--- config.mk ---
export PLATFORM = sky130hd
export DESIGN_NAME = header_inserter_flat
export DESIGN_NICKNAME = d
export VERILOG_FILES = /design/src/rtl/header_inserter_if.sv /design/src/rtl/header_inserter.sv /design/src/flat_wrapper.sv
export SDC_FILE = /design/constraint.sdc
export NUM_CORES = 1
export LEC_CHECK = 0
export BUFFER_PORTS_ARGS = -buffer_cell sky130_fd_sc_hd__buf_4
export CAP_MARGIN = 20
export CORE_AREA = 2 2 206 208
export CTS_BUF_LIST = sky130_fd_sc_hd__clkbuf_4 sky130_fd_sc_hd__clkbuf_8 sky130_fd_sc_hd__clkbuf_16
export DETAILED_ROUTE_END_ITERATION = 8
export DIE_AREA = 0 0 208 210
export SYNTH_ARGS = -nofsm -noshare
export SYNTH_HDL_FRONTEND = slang
export SYNTH_SLANG_ARGS = --single-unit
--- constraint.sdc ---
create_clock -name clk -period 12.53 [get_ports clk]
set_clock_uncertainty 0.1 [all_clocks]
set_input_delay 2.506 -clock clk [delete_from_list [all_inputs] [get_ports clk]]
set_output_delay 2.506 -clock clk [all_outputs]
set_load 0.01 [all_outputs]
--- src/rtl/header_inserter_if.sv ---
`default_nettype none
// ============================================================================
// Module      : avalon_st_if
// Description : Avalon-ST stream bundle (data, valid, ready, sop, eop, empty)
//               with source (master) and sink (slave) modports.
// Revision    : 1.0 - initial release
// ============================================================================
interface avalon_st_if #(
    parameter int DATA_WIDTH = 128
);
    localparam int EMPTY_WIDTH = (DATA_WIDTH > 8) ? $clog2(DATA_WIDTH / 8) : 1;

    logic [DATA_WIDTH-1:0]  data;
    logic                   valid;
    logic                   ready;
    logic                   sop;
    logic                   eop;
    logic [EMPTY_WIDTH-1:0] empty;

    modport master (
        output data, valid, sop, eop, empty,
        input  ready
    );

    modport slave (
        input  data, valid, sop, eop, empty,
        output ready
    );
endinterface
`default_nettype wire

--- src/rtl/header_inserter.sv ---
`default_nettype none
// ============================================================================
// Module      : header_inserter
// Description : Prepends a HEADER_SIZE-bit header (MSB word first) to each
//               Avalon-ST payload packet. Optional HEADER_INSERTER_PKT_CNT_EN
//               adds a 16-bit wrapping count of forwarded packets.
// Revision    : 1.0 - initial release
// ============================================================================
module header_inserter #(
    parameter int DATA_WIDTH  = 128,
    parameter int HEADER_SIZE = 256
) (
    input  logic                   clk,
    input  logic                   rst,
    input  logic [HEADER_SIZE-1:0] header_data,
    input  logic                   header_valid,
    output logic                   header_ready,
    avalon_st_if.slave             data_in,
    avalon_st_if.master            data_out
`ifdef HEADER_INSERTER_PKT_CNT_EN
    ,
    output logic [15:0]            pkt_count
`endif
);

    localparam int HEADER_WORDS = HEADER_SIZE / DATA_WIDTH;
    localparam int CNT_W        = $clog2(HEADER_WORDS) + 1;
    localparam logic [CNT_W-1:0] LAST_WORD = CNT_W'(HEADER_WORDS - 1);

    typedef enum logic [1:0] {
        IDLE      = 2'd0,
        HEADER_ST = 2'd1,
        DATA_ST   = 2'd2
    } state_t;

    state_t                 state_q, state_d;
    logic [HEADER_SIZE-1:0] hdr_q, hdr_d;
    logic [CNT_W-1:0]       cnt_q, cnt_d;
`ifdef HEADER_INSERTER_PKT_CNT_EN
    logic [15:0]            pkt_cnt_q, pkt_cnt_d;
`endif

    // Incoming sop is redundant: the header already marks the packet start.
    logic unused_sop;
    assign unused_sop = data_in.sop;

    always_ff @(posedge clk or posedge rst) begin
        if (rst) begin
            state_q   <= IDLE;
            hdr_q     <= '0;
            cnt_q     <= '0;
`ifdef HEADER_INSERTER_PKT_CNT_EN
            pkt_cnt_q <= '0;
`endif
        end else begin
            state_q   <= state_d;
            hdr_q     <= hdr_d;
            cnt_q     <= cnt_d;
`ifdef HEADER_INSERTER_PKT_CNT_EN
            pkt_cnt_q <= pkt_cnt_d;
`endif
        end
    end

    always_comb begin
        state_d        = state_q;
        hdr_d          = hdr_q;
        cnt_d          = cnt_q;
`ifdef HEADER_INSERTER_PKT_CNT_EN
        pkt_cnt_d      = pkt_cnt_q;
`endif
        header_ready   = 1'b0;
        data_in.ready  = 1'b0;
        data_out.valid = 1'b0;
        data_out.data  = '0;
        data_out.sop   = 1'b0;
        data_out.eop   = 1'b0;
        data_out.empty = '0;

        case (state_q)
            IDLE: begin
                header_ready = ~rst;
                if (header_valid) begin
                    hdr_d   = header_data;
                    cnt_d   = '0;
                    state_d = HEADER_ST;
                end
            end

            HEADER_ST: begin
                // Header register shifts left per accepted word, so the
                // outgoing word is always its top slice straight from flops.
                data_out.valid = 1'b1;
                data_out.data  = hdr_q[HEADER_SIZE-1 -: DATA_WIDTH];
                data_out.sop   = (cnt_q == '0);
                if (data_out.ready) begin
                    hdr_d = hdr_q << DATA_WIDTH;
                    cnt_d = cnt_q + CNT_W'(1);
                    if (cnt_q == LAST_WORD) begin
                        state_d = DATA_ST;
                    end
                end
            end

            DATA_ST: begin
                data_out.valid = data_in.valid;
                data_out.data  = data_in.data;
                data_out.eop   = data_in.eop;
                data_out.empty = data_in.empty;
                data_in.ready  = data_out.ready;
                if (data_in.valid && data_out.ready && data_in.eop) begin
                    state_d = IDLE;
`ifdef HEADER_INSERTER_PKT_CNT_EN
                    pkt_cnt_d = pkt_cnt_q + 16'd1;
`endif
                end
            end

            default: begin
                state_d = IDLE;
            end
        endcase
    end

`ifdef HEADER_INSERTER_PKT_CNT_EN
    assign pkt_count = pkt_cnt_q;
`endif

endmodule
`default_nettype wire

--- src/flat_wrapper.sv ---
// flat-port wrapper written by rule: the top's interface ports become plain ports
module header_inserter_flat 
#(
    parameter int DATA_WIDTH  = 128,
    parameter int HEADER_SIZE = 256
)
  (clk, rst, header_data, header_valid, header_ready, data_in_data, data_in_valid, data_in_sop, data_in_eop, data_in_empty, data_in_ready, data_out_data, data_out_valid, data_out_sop, data_out_eop, data_out_empty, data_out_ready);
  avalon_st_if #(.DATA_WIDTH(DATA_WIDTH)) data_in_i ();
  avalon_st_if #(.DATA_WIDTH(DATA_WIDTH)) data_out_i ();
  input  logic clk;
  input  logic rst;
  input  logic [HEADER_SIZE-1:0] header_data;
  input  logic header_valid;
  output logic header_ready;
  input wire logic [$bits(data_in_i.data)-1:0] data_in_data;
  input wire logic [$bits(data_in_i.valid)-1:0] data_in_valid;
  input wire logic [$bits(data_in_i.sop)-1:0] data_in_sop;
  input wire logic [$bits(data_in_i.eop)-1:0] data_in_eop;
  input wire logic [$bits(data_in_i.empty)-1:0] data_in_empty;
  output wire logic [$bits(data_in_i.ready)-1:0] data_in_ready;
  output wire logic [$bits(data_out_i.data)-1:0] data_out_data;
  output wire logic [$bits(data_out_i.valid)-1:0] data_out_valid;
  output wire logic [$bits(data_out_i.sop)-1:0] data_out_sop;
  output wire logic [$bits(data_out_i.eop)-1:0] data_out_eop;
  output wire logic [$bits(data_out_i.empty)-1:0] data_out_empty;
  input wire logic [$bits(data_out_i.ready)-1:0] data_out_ready;
  assign data_in_i.data = data_in_data;
  assign data_in_i.valid = data_in_valid;
  assign data_in_i.sop = data_in_sop;
  assign data_in_i.eop = data_in_eop;
  assign data_in_i.empty = data_in_empty;
  assign data_in_ready = data_in_i.ready;
  assign data_out_data = data_out_i.data;
  assign data_out_valid = data_out_i.valid;
  assign data_out_sop = data_out_i.sop;
  assign data_out_eop = data_out_i.eop;
  assign data_out_empty = data_out_i.empty;
  assign data_out_i.ready = data_out_ready;
  header_inserter #(.DATA_WIDTH(DATA_WIDTH), .HEADER_SIZE(HEADER_SIZE)) u_core (.clk(clk), .rst(rst), .header_data(header_data), .header_valid(header_valid), .header_ready(header_ready), .data_in(data_in_i), .data_out(data_out_i));
endmodule
==> results.txt, run 1 <==
status - complete, no violations
quantity of I/O buffers inserted on ports - 530
Detailed Place HPWL - 31.9 mm
row cnt - 75
kind of cell adding the most delay to the critical path - buffers and inverters
Synth top area share - 50.5%
RSZ-0062 raised after global routing - no
most frequent cells in the layout - buf_4, dfrtp_1, o21ai_0
cells after synthesis - 1202
worst-margin pin slew - 1.12 ns
Yosys reg bits - 260
vias in the first global route - 11500
global route total overflow - 0
Leak Pwr - 8.41 nW
Worst Path Required - 9.92 ns
Max Root-Sink Buffers - 3
Sink Count - 260
CP max FO - 88
Syn-to-layout area delta - 41.0%
RD Place Congestion - 0.880
Hold Path Class - reg2reg
area leader, netlist - dfrtp_1
nature of the critical path startpoint - register
clock root cell - clkbuf_16
core area - 0.0415 mm^2
synthesized cell area - 0.0129 mm^2
DRT antenna net count - 0
sequential-to-total area share from yosys stat - 50.5%
kind of critical path - reg2out
Routed WL per cell - 21.2 um
Max VDD drop - 0.141 mV
share of cells above drive strength 1 - 36.4%
Fmax - 169 MHz
fin. max-slew vios - 0
# DRC - 0
Initial DRT Pass Iterations - 5
final worst path period share - 47.2%
Metal-1 WL - 20.1 mm
number of fill cells - 4018
Cell variety after synth - 29
worst path cell trace - inv_1, ha_4, buf_4, a22oi_1, nor2b_1, buf_4
1st-iter DRT viols - 766
nets - 2050
post-cts resize count - 0
worst rel slew slack - 25.2%
slowest CP cell - buf_4
CP most frequent cell - buf_4
Die Wd - 208 um
Final Setup Violations - 0
Syn Area/Cell - 10.7 um^2
top sig layer - met5
Final TNS setup - 0 ns
# IOs - 532
post-CTS setup buffer count - 0
Chip Height - 210 um
Yosys Warn Count - 0
gr usage total - 20.4%
insertion delay to the later sink of the worst-skew pair - 0.55 ns
Buf/Inv on CP - 3
metal2 WL - 22.8 mm
largest net degree at the start of global routing - 156
CTS tree - yes
CP Capture Type - output port
Final min period - 5.92 ns
max-cap violation count - 0
final wirelength - 46.9 mm
Worst EP arrival - 3.31 ns
Via Count - 11500
Worst-path clk slew - 0.06 ns
leading post-synthesis cells by cell area - dfrtp_1, mux2i_1, o21ai_0
largest stage delay on the critical path - 0.79 ns
DP Cell Count - 2153
Final Hold Viols - 0
initial antenna violation count - 3
first-pass GRT wire length - 70.7 mm
Synthesized Nets - 1604
CTS HTree Levels - 1
TritonCTS Buffers - 31
DIE AREA - 0.0437 mm^2
Met3 Routed Length - 2.76 mm
vias per cell - 5.23
Initial Util - 31.1%
Hold-fix buffers, CTS - 0
Layout Cells excl Fill - 2209
PD cells - 253 mW/mm^2
commonest non-fill, non-tap cell in the layout - buf_4
-- synthesized netlist by cell type (all sizes together) --
| cell type | n |
|---|---|
| nand3 | 1 |
| nor4b | 1 |
| or2 | 1 |
| a22oi | 128 |
| clkbuf | 97 |
| a2111oi | 2 |
| a21oi | 2 |
| inv | 6 |
| mux2i | 129 |
| a2bb2oi | 1 |
| and4b | 1 |
| and2 | 7 |
| a21o | 1 |
| nand2 | 2 |
| a22o | 128 |
| nor3 | 1 |
| ha | 7 |
| nor2 | 1 |
| buf | 33 |
| o21ai | 256 |
| dfrtp | 260 |
| a32o | 1 |
| nor2b | 133 |
| nand2b | 1 |
| a311oi | 1 |
| mux2 | 1 |
-- metrics by stage --
| stage | total power [mW] | setup WS, ns | instance area, um^2 | hold WS (ns) | util [%] |
|---|---|---|---|---|---|
| global route | 4.90 | 6.42 | 18200 | 0.418 | 43.8 |
| global placement | 3.65 | 6.81 | 17100 | 0.376 | 41.3 |
| detailed placement | 3.70 | 6.80 | 17100 | 0.386 | 41.3 |
| CTS | 4.63 | 6.57 | 18100 | 0.400 | 43.7 |
| finish | 4.59 | 6.61 | 18200 | 0.394 | 43.8 |
| floorplan | 2.93 | 2.77 | 12900 | 0.362 | - |
-- layer usage --
metal / vias up / GRT usage, %
met1: 5736 / 27.6
met2: 383 / 33.7
li1: 5353 / -
met4: 4 / 5.06
met3: 69 / 4.17
met5: - / 0
-- state kept, by name (all words and copies together) (netlist names) --
signal          cells
u_core.cnt_q        2
u_core.state_q      2
u_core.hdr_q      256
-- cells by family (layout without fill, tap and decap cells) --
| logic type | count (synthesis) | in the layout | synth area share, % |
|---|---|---|---|
| other | 0 | 1 | 0 |
| adders and majority gates | 7 | 7 | 0.679 |
| AOI/OAI and AO/OA | 520 | 520 | 26.6 |
| DFF | 260 | 260 | 50.5 |
| buffers and inverters | 136 | 603 | 4.96 |
| and+or+nand+nor | 149 | 149 | 7.20 |
| muxes | 130 | 130 | 10.1 |
-- power breakdown --
| part | leakage [nW] | internal [mW] | switching, mW | total, mW |
|---|---|---|---|---|
| sequential | 3.37 | 1.25 | 0.261 | 1.51 |
| clock | 0.515 | 0.550 | 0.358 | 0.908 |
| combinational | 4.52 | 0.986 | 1.19 | 2.17 |
-- worst paths after layout --
path | slack, ns | depth (start not counted) | end | startpoint
max in group asynchronous | 8.86 | 3 | u_core.hdr_q[120]$_DFFE_PP0P_ | rst
min reg2reg | 0.39 | 1 | u_core.cnt_q[1]$_DFFE_PP0P_ | u_core.cnt_q[1]$_DFFE_PP0P_
max | 6.61 | 6 | data_out_data[57] | u_core.state_q[1]$_DFFE_PP0P_
min in group asynchronous | 1.95 | 2 | u_core.hdr_q[199]$_DFFE_PP0P_ | rst
max reg2reg | 8.12 | 7 | u_core.hdr_q[200]$_DFFE_PP0P_ | u_core.state_q[1]$_DFFE_PP0P_
min | 0.39 | 1 | u_core.cnt_q[1]$_DFFE_PP0P_ | u_core.cnt_q[1]$_DFFE_PP0P_
-- cell type report --
class                      count  area, um^2  area share [%]
antenna                        1        2.50          0.0138
clock buffer                  44         923            5.08
clock inverter                10         109           0.599
inverter                       6        30.0           0.165
multi-input combinational    806        5820            32.0
sequential                   260        6510            35.8
tap                          539         674            3.71
timing repair buffer         543        4110            22.6
(Power assumes the default switching activity.)
==> run 2, diff against run 1 <==
==> constraint.sdc (replaced) <==
create_clock -name clk -period 5.8 [get_ports clk]
set_clock_uncertainty 0.1 [all_clocks]
set_input_delay 1.16 -clock clk [delete_from_list [all_inputs] [get_ports clk]]
set_output_delay 1.16 -clock clk [all_outputs]
set_load 0.01 [all_outputs]
==> results.txt, run 2 (synthesized netlist as in run 1, its figures left out) <==
RSZ-0062 raised after global routing - no (unchanged)
Leak Pwr - 8.42 nW (was 8.41 nW)
RD Place Congestion - 0.905 (was 0.880)
Detailed Place HPWL - 31.5 mm (was 31.9 mm)
GR Util met3 - 4.38% (was 4.17%)
worst rel slew slack - 35.2% (was 25.2%)
Final Util - 43.9% (was 43.8%)
# DRC - 0 (unchanged)
worst r2r src - u_core.state_q[1]$_DFFE_PP0P_ (unchanged)
max-cap violation count - 0 (unchanged)
Worst EP arrival - 3.29 ns (was 3.31 ns)
area of the multi-input gates - 0.00582 mm^2 (unchanged)
biggest regs - u_core.hdr_q: 256 flops, u_core.cnt_q: 2 flops, u_core.state_q: 2 flops (unchanged)
Final min period - 4.55 ns
Fmax - 220 MHz
final worst path period share - 78.5%
kind of critical path - reg2out (unchanged)
CP Capture Type - output port (unchanged)
global route total overflow - 0 (unchanged)
Top reg by flops - u_core.hdr_q (unchanged)
post-cts resize count - 0 (unchanged)
Max Root-Sink Buffers - 3 (unchanged)
Syn-to-layout area delta - 41.2% (was 41.0%)
first-pass GRT wire length - 70.1 mm (was 70.7 mm)
number of fill cells - 4012 (was 4018)
vias per cell - 5.21 (was 5.23)
row cnt - 75 (unchanged)
Initial DRT Pass Iterations - 8 (was 5)
Routed WL per cell - 21.0 um (was 21.2 um)
Worst-path clk slew - 0.06 ns (about the same)
sequential cell area - 0.00651 mm^2 (unchanged)
most frequent cells in the layout - buf_4, dfrtp_1, o21ai_0 (unchanged)
gr usage total - 20.2% (was 20.4%)
grt peak-use layer - met2 (unchanged)
final wirelength - 46.3 mm (was 46.9 mm)
Max VDD drop - 0.342 mV (was 0.141 mV)
Sink Count - 260 (unchanged)
fin. max-slew vios - 0 (unchanged)
post-CTS setup buffer count - 0 (unchanged)
share of cells above drive strength 1 - 36.4% (unchanged)
nature of the critical path startpoint - register (unchanged)
core area - 0.0415 mm^2 (unchanged)
initial antenna violation count - 3 (unchanged)
CTS tree - yes (unchanged)
HP Start - u_core.cnt_q[1]$_DFFE_PP0P_ (unchanged)
Chip Height - 210 um (unchanged)
Die Wd - 208 um (unchanged)
Initial Util - 31.1% (unchanged)
largest net degree at the start of global routing - 135 (was 156)
# IOs - 532 (unchanged)
DRT antenna net count - 0 (unchanged)
met1 Use GR - 27.1% (was 27.6%)
insertion delay to the later sink of the worst-skew pair - 0.56 ns (was 0.55 ns)
Via Count - 11500 (about the same)
Worst Path Required - 4.54 ns (was 9.92 ns)
Final Setup Violations - 0 (unchanged)
Hold-fix buffers, CTS - 0 (unchanged)
DIE AREA - 0.0437 mm^2 (unchanged)
Final TNS setup - 0 ns (unchanged)
vias in the first global route - 11400 (was 11500)
quantity of I/O buffers inserted on ports - 530 (unchanged)
clock root cell - clkbuf_16 (unchanged)
nets - 2054 (was 2050)
status - complete, no violations (unchanged)
commonest non-fill, non-tap cell in the layout - buf_4 (unchanged)
worst-margin pin slew - 0.972 ns (was 1.12 ns)
TritonCTS Buffers - 30 (was 31)
1st-iter DRT viols - 810 (was 766)
number of flip-flops under the largest register name - 256 (unchanged)
CTS HTree Levels - 1 (unchanged)
met2 GRT Util - 33.0% (was 33.7%)
Final Hold Viols - 0 (unchanged)
CP max FO - 76 (was 88)
Hold Path Class - reg2reg (unchanged)
Setup crit start - u_core.state_q[1]$_DFFE_PP0P_ (unchanged)
PD cells - 542 mW/mm^2 (was 253 mW/mm^2)
run 2: per-stage QoR:
step	worst slack (ns)	area [um^2]	power, mW	cells	hold WS [ns]
6_report	1.25	18200	9.86	2210	0.397
5_1_grt	1.09	18200	10.6	2209	0.415
4_1_cts	1.20	18200	9.98	2207	0.404
3_5_place_dp	1.85	17200	8.06	2158	0.390
3_3_place_gp	1.87	17200	7.94	2158	0.378
2_1_floorplan	1.11	12900	6.34	1202	0.362
run 2: final cells by class:
cell class	instances	area share [%]
Sequential cell	260	35.8
Multi-Input combinational cell	806	32.0
Timing Repair Buffer	548	23.0
Tap cell	539	3.71
Inverter	6	0.144
Clock buffer	45	5.08
Antenna cell	2	0.0275
Clock inverter	4	0.268
run 2: final timing paths:
kind                                                 to  slack, ns  cells after the start
max                                   data_out_data[68]       1.25                      6
min                         u_core.cnt_q[1]$_DFFE_PP0P_       0.40                      1
max reg2reg                u_core.hdr_q[26]$_DFFE_PP0P_       2.10                      7
min reg2reg                 u_core.cnt_q[1]$_DFFE_PP0P_       0.40                      1
max in group asynchronous  u_core.hdr_q[12]$_DFFE_PP0P_       4.21                      3
min in group asynchronous  u_core.hdr_q[70]$_DFFE_PP0P_       0.67                      3
run 2: routing by layer:
metal / vias to the layer above / wire (um)
met2: 392 / 22500
met3: 85 / 2780
met4: 4 / 1360
met1: 5688 / 19700
li1: 5349 / -
met5: - / 23
run 2: worst max-delay path: stages, from the launching register on:
cell	delay, ns
dfrtp_1	0.42
inv_1	0.22
ha_4	0.76
buf_4	0.64
a22oi_1	0.19
nor2b_1	0.25
buf_4	0.17
run 2: power breakdown:
| part | internal [mW] | total (mW) | switching [mW] |
|---|---|---|---|
| Clock | 1.13 | 1.88 | 0.747 |
| Sequential | 2.70 | 3.24 | 0.543 |
| Combinational | 2.17 | 4.75 | 2.57 |
| Total | 6.00 | 9.86 | 3.86 |
